## config.mk

```make
export PLATFORM = sky130hd
export DESIGN_NAME = input_fifo_arbiter
export DESIGN_NICKNAME = d
export VERILOG_FILES = /design/src/rtl/scnn_pkg.sv /design/src/rtl/rr_pick.sv /design/src/rtl/input_fifo_arbiter.sv
export SDC_FILE = /design/constraint.sdc
export NUM_CORES = 1
export LEC_CHECK = 0
export CORE_MARGIN = 2
export CORE_UTILIZATION = 30
export DETAILED_ROUTE_END_ITERATION = 16
export PLACE_DENSITY = 0.88
export SYNTH_ARGS = -nofsm -noshare
export SYNTH_HDL_FRONTEND = slang
export SYNTH_SLANG_ARGS = --single-unit
```

## constraint.sdc

```tcl
create_clock -name clk -period 4.4 [get_ports clk]
set_input_delay 1.1 -clock clk [delete_from_list [all_inputs] [get_ports clk]]
set_output_delay 1.1 -clock clk [all_outputs]
set_load 0.01 [all_outputs]
```

## src/rtl/scnn_pkg.sv

```systemverilog
// Shared definitions for the SCNN stage-interconnect blocks.
//   state_e       : arbiter FSM encoding (idle / burst in progress)
//   DEFAULT_WIDTH : default data word width, matches the input_fifo default
package scnn_pkg;

    typedef enum logic {
        ST_IDLE  = 1'b0,
        ST_BURST = 1'b1
    } state_e;

    localparam int unsigned DEFAULT_WIDTH = 32;

endpackage

```

## src/rtl/rr_pick.sv

```systemverilog
// Combinational round-robin priority encoder.
// Searches req starting at last_owner+1, wrapping modulo NUM_REQ, and returns
// the first requester found. last_owner itself is searched last.
//   req        in  NUM_REQ        request vector
//   last_owner in  $clog2(NUM_REQ) previous winner
//   winner     out $clog2(NUM_REQ) selected index (0 when any_req is low)
//   any_req    out 1              at least one request bit set
module rr_pick #(
    parameter int unsigned NUM_REQ = 4
) (
    input  logic [NUM_REQ-1:0]         req,
    input  logic [$clog2(NUM_REQ)-1:0] last_owner,
    output logic [$clog2(NUM_REQ)-1:0] winner,
    output logic                       any_req
);

    localparam int unsigned IDXW = $clog2(NUM_REQ);

    logic [IDXW-1:0] idx;

    always_comb begin
        winner  = '0;
        any_req = 1'b0;
        idx     = '0;
        for (int unsigned i = 1; i <= NUM_REQ; i++) begin
            idx = IDXW'((32'(last_owner) + i) % NUM_REQ);
            if (!any_req && req[idx]) begin
                winner  = idx;
                any_req = 1'b1;
            end
        end
    end

endmodule

```

## src/rtl/input_fifo_arbiter.sv

```systemverilog
// Round-robin arbiter sharing one input_fifo write port among NUM_REQ
// producers. A winner owns the port for a burst of up to BURST_MAX beats;
// FIFO-full stalls the burst without releasing it.
//   clk, rst      clock / asynchronous active-high reset
//   req           per-producer valid
//   req_data      producer i word on [i*WIDTH +: WIDTH]
//   req_last      producer i's current word ends its burst
//   grant         one-hot, beat from producer i accepted this cycle
//   fifo_full     downstream FIFO full flag
//   fifo_write_en FIFO write strobe
//   fifo_w_data   FIFO write data (owner's word in burst, 0 when idle)
//   busy          high while a burst is in progress
//   owner         current burst owner, valid while busy
module input_fifo_arbiter
    import scnn_pkg::*;
#(
    parameter int unsigned NUM_REQ   = 4,
    parameter int unsigned WIDTH     = DEFAULT_WIDTH,
    parameter int unsigned BURST_MAX = 4
) (
    input  logic                       clk,
    input  logic                       rst,
    input  logic [NUM_REQ-1:0]         req,
    input  logic [NUM_REQ*WIDTH-1:0]   req_data,
    input  logic [NUM_REQ-1:0]         req_last,
    output logic [NUM_REQ-1:0]         grant,
    input  logic                       fifo_full,
    output logic                       fifo_write_en,
    output logic [WIDTH-1:0]           fifo_w_data,
    output logic                       busy,
    output logic [$clog2(NUM_REQ)-1:0] owner
);

    localparam int unsigned IDXW = $clog2(NUM_REQ);
    localparam int unsigned CNTW = $clog2(BURST_MAX) + 1;

    state_e          state_q, state_d;
    logic [IDXW-1:0] owner_q, owner_d;
    logic [IDXW-1:0] last_owner_q, last_owner_d;
    logic [CNTW-1:0] beat_cnt_q, beat_cnt_d;

    logic [IDXW-1:0] winner;
    logic            any_req;
    logic            in_burst;
    logic            owner_req;
    logic            accept;
    logic            burst_done;
    logic [CNTW-1:0] beat_next;

    rr_pick #(
        .NUM_REQ (NUM_REQ)
    ) u_rr_pick (
        .req        (req),
        .last_owner (last_owner_q),
        .winner     (winner),
        .any_req    (any_req)
    );

    // Accept path is combinational so a beat lands in the FIFO the same
    // cycle the producer sees its grant.
    always_comb begin
        in_burst   = (state_q == ST_BURST);
        owner_req  = req[owner_q];
        accept     = in_burst && owner_req && !fifo_full;
        beat_next  = beat_cnt_q + CNTW'(1);
        burst_done = accept && (req_last[owner_q] || (beat_next == CNTW'(BURST_MAX)));

        fifo_write_en = accept;
        grant         = '0;
        if (accept) begin
            grant[owner_q] = 1'b1;
        end
        fifo_w_data = in_burst ? req_data[owner_q*WIDTH +: WIDTH] : '0;
        busy        = in_burst;
        owner       = owner_q;
    end

    always_comb begin
        state_d      = state_q;
        owner_d      = owner_q;
        last_owner_d = last_owner_q;
        beat_cnt_d   = beat_cnt_q;
        unique case (state_q)
            ST_IDLE: begin
                if (any_req) begin
                    owner_d    = winner;
                    beat_cnt_d = '0;
                    state_d    = ST_BURST;
                end
            end
            ST_BURST: begin
                if (burst_done || !owner_req) begin
                    // Normal end or owner abandoned the burst: hand priority on.
                    last_owner_d = owner_q;
                    beat_cnt_d   = '0;
                    state_d      = ST_IDLE;
                end else if (accept) begin
                    beat_cnt_d = beat_next;
                end
            end
            default: state_d = ST_IDLE;
        endcase
    end

    always_ff @(posedge clk or posedge rst) begin
        if (rst) begin
            state_q      <= ST_IDLE;
            owner_q      <= '0;
            last_owner_q <= IDXW'(NUM_REQ - 1);
            beat_cnt_q   <= '0;
        end else begin
            state_q      <= state_d;
            owner_q      <= owner_d;
            last_owner_q <= last_owner_d;
            beat_cnt_q   <= beat_cnt_d;
        end
    end

endmodule

```

==> flow_metrics.env <==
export IMPL_status="finished clean"
export IMPL_vias=1997
export IMPL_fin_setup_tns_ps=0
export IMPL_cts_sinks=8
export IMPL_ys_ff_latch=8
export IMPL_grt_pass1_wl_um=11300
export IMPL_cp_data_required_time_ps=3300
export IMPL_critPathMaxFanout=6
export IMPL_grt_max_degree=43
export IMPL_cts_resized=0
export IMPL_endpoint_kind="primary output"
export IMPL_ys_types=37
export IMPL_htreeDepth=1
export IMPL_cts_buffers=3
export IMPL_initial_utilization=0.309
export IMPL_swShare=0.375
export IMPL_multi_input_area_um2=1290
export IMPL_syn_area_per_cell_um2=11.3
export IMPL_clkTransAtPathRegs_ps=40
export IMPL_ff_latch_area_um2=204
export IMPL_area_delta_synth_final_pct=121
export IMPL_crit_chain="clkdlybuf4s50_1 -> mux4_2 -> nor3b_2 -> nor3b_1 -> clkdlybuf4s50_1"
export IMPL_fin_skew_ps=10.8
export IMPL_p_leak_nw=1.28
export IMPL_die_y_um=76.3
export IMPL_postSynthCellCount=139
export IMPL_post_drt_wl_per_cell_um=18.9
export IMPL_wl_um=7240
export IMPL_hold_path_startpoint="beat_cnt_q[1]"
export IMPL_final_design_area_no_fill_um2=3460
export IMPL_firstDrtPassIters=4
export IMPL_final_util=0.682
export IMPL_ff2ff_path_depth=5
export IMPL_dp_hpwl_um=6000
export IMPL_fin_nets=455
export IMPL_clkLatencyLatePin_ps=250
export IMPL_die_w_um=76.3
export IMPL_place_congestion=0.786
export IMPL_drive_gt1_frac=0.157
export IMPL_crit_top_cell="clkdlybuf4s50_1"
export IMPL_layout_min_cycle_time_ps=4210
export IMPL_n_fill_cell=420
export IMPL_seq_power_share=0.114
export IMPL_fin_crit_sh=0.957
export IMPL_maxSlewHeadroom=0.465
export IMPL_power_density_nw_per_um2=460
export IMPL_routed_via_density=5.21
export IMPL_max_stage_delay_ps=570
export IMPL_grt_pass1_vias=2185
export IMPL_arrival_ps=3110
export IMPL_io_pins=179
export IMPL_ir_drop_mv=0.576
export IMPL_post_place_cells=379
export IMPL_synth_warnings=0
export IMPL_p_switching_w=0.000597
export IMPL_portBuffers=178
export IMPL_critPathKind="input port to primary output"
export IMPL_combPwrFrac=0.822
export IMPL_die_area_um2=5820
export IMPL_post_cts_buffers=0
export IMPL_intPower_w=0.000996
export IMPL_grt_use_total=0.244
export IMPL_maxCapViolCount=0
export IMPL_rsz0062_at_grt="no"
export IMPL_core_um2=5070
export IMPL_min_path_cells=2
export IMPL_cts_root_buf="clkbuf_8"
export IMPL_drt_iter0_markers=104
export IMPL_seq_area_frac_synth=0.129
export IMPL_slowest_stage="clkdlybuf4s50_1"
export IMPL_hp_class="flip-flop to flip-flop"
export IMPL_pwr_share_clk=0.064
export IMPL_cts_tree="built"
export IMPL_r2r_start="owner[0]"
export IMPL_rrSetupSlack_ps=2100
export IMPL_reg2reg_to="beat_cnt_q[2]"
export IMPL_synth_nets=280
export IMPL_grt_ovfl_total=0
export IMPL_worst_pin_slew_ps=795
export IMPL_startpoint_type="input port"
export IMPL_synth_cell_area_um2=1570
export IMPL_ant_nets=0
export IMPL_rows=26
export IMPL_stdcell_count=383
export IMPL_clock_path_buffers=2
export IMPL_cts_hold_buffers_added=0
export IMPL_diodes=0
export IMPL_antenna_found_initial=0
export IMPL_crit_start="req[3]"
export IMPL_drc=0
export IMPL_finalMaxSlewViolations=0
export IMPL_holdPathEnd="beat_cnt_q[1]"
export IMPL_hold_viol_final=0
export IMPL_fmax_ghz=0.238
export IMPL_finalSetupViolCount=0
export IMPL_post_dp_cell_area_um2=3420
cells in the mapped netlist, drive strengths merged:
master | n | area share
and2 | 33 | 0.13
mux4 | 33 | 0.47
clkbuf | 7 | 0.017
buf | 6 | 0.021
dfrtp | 6 | 0.096
nor2 | 6 | 0.014
o21ai | 6 | 0.019
inv | 4 | 0.0096
mux2 | 4 | 0.031
nand2 | 4 | 0.0096
nand2b | 3 | 0.012
a22oi | 2 | 0.0096
dfstp | 2 | 0.034
ha | 2 | 0.016
nand3 | 2 | 0.0064
nor2b | 2 | 0.0080
nor3b | 2 | 0.013
a21oi | 1 | 0.0032
a222oi | 1 | 0.0064
a22o | 1 | 0.0056
a31o | 1 | 0.0056
and3 | 1 | 0.0040
and3b | 1 | 0.0056
and4 | 1 | 0.0056
nand4 | 1 | 0.0040
nor4 | 1 | 0.0040
o211ai | 1 | 0.0048
o221ai | 1 | 0.0056
o31ai | 1 | 0.0048
o41ai | 1 | 0.010
or2 | 1 | 0.0040
xor2 | 1 | 0.0056
kinds of logic (layout without fill, tap and decap cells):
group | after synthesis | count (layout) | synth area share
buf+inv | 17 | 191 | 0.0471
simple gates | 58 | 58 | 0.222
xor+xnor | 1 | 1 | 0.00559
flops | 8 | 8 | 0.129
compound gates | 16 | 16 | 0.0750
mux | 37 | 37 | 0.505
fa+ha+maj | 2 | 2 | 0.0160
layout by cell type, fill, tap and decap left out, types with 2 or more instances in the layout:
| cell | n |
|---|---|
| o21ai_1 | 3 |
| a22oi_1 | 2 |
| mux4_2 | 33 |
| nor2b_1 | 2 |
| dfstp_2 | 2 |
| clkbuf_8 | 3 |
| nor2_1 | 6 |
| and2_1 | 33 |
| buf_4 | 5 |
| o21ai_0 | 3 |
| nand3_1 | 2 |
| nand2_1 | 4 |
| dfrtp_1 | 5 |
| mux2_1 | 2 |
| clkdlybuf4s50_1 | 178 |
| nand2b_1 | 3 |
| ha_1 | 2 |
| inv_1 | 4 |
final cells by class:
class / count / area share
tap: 70 / 0.0253
clock buffer: 4 / 0.0130
sequential: 8 / 0.0589
timing repair buffer: 183 / 0.525
multi-input combinational: 114 / 0.373
inverter: 4 / 0.00434
flip-flops by register name (all words and copies together), names as in the netlist:
name          flops
last_owner_q      2
owner             2
beat_cnt_q        3
busy              1
worst max-delay path by stage:
stage	endpoint	slack [ps]
5_1_grt	grant[0]	80
6_report	grant[0]	190
4_1_cts	grant[0]	190
2_1_floorplan	grant[0]	1240
3_3_place_gp	grant[0]	250
3_5_place_dp	grant[0]	190
per-layer routing:
layer / routed length, µm / global-route usage
met5: 0 / 0
met4: 291 / 0.107
met3: 529 / 0.0509
met2: 3810 / 0.458
met1: 2610 / 0.263
power by group through the flow:
stage / registers (W) / clock network [W] / logic, W
6_report: 0.000181 / 0.000101 / 0.00131
2_1_floorplan: 0.000141 / 0 / 0.000759
4_1_cts: 0.000185 / 0.000101 / 0.00132
3_3_place_gp: 0.000182 / 0 / 0.00129
3_5_place_dp: 0.000186 / 0 / 0.00132
5_1_grt: 0.000195 / 0.000105 / 0.00139
critical path: cells and delay by family:
kind | cells | cell delay, ps
AND/OR/NAND/NOR | 2 | 570
multiplexers | 1 | 320
buffers and inverters | 2 | 1120
per-stage QoR:
stage / setup slack, ps / hold WS, ps / power (W)
final: 191 / 540 / 0.00159
after CTS: 193 / 544 / 0.00161
after detailed placement: 186 / 535 / 0.00150
after floorplan: 1240 / 485 / 0.000900
after global placement: 252 / 514 / 0.00147
after global routing: 82.7 / 569 / 0.00169
No activity file was read; power rests on OpenSTA's default activity.
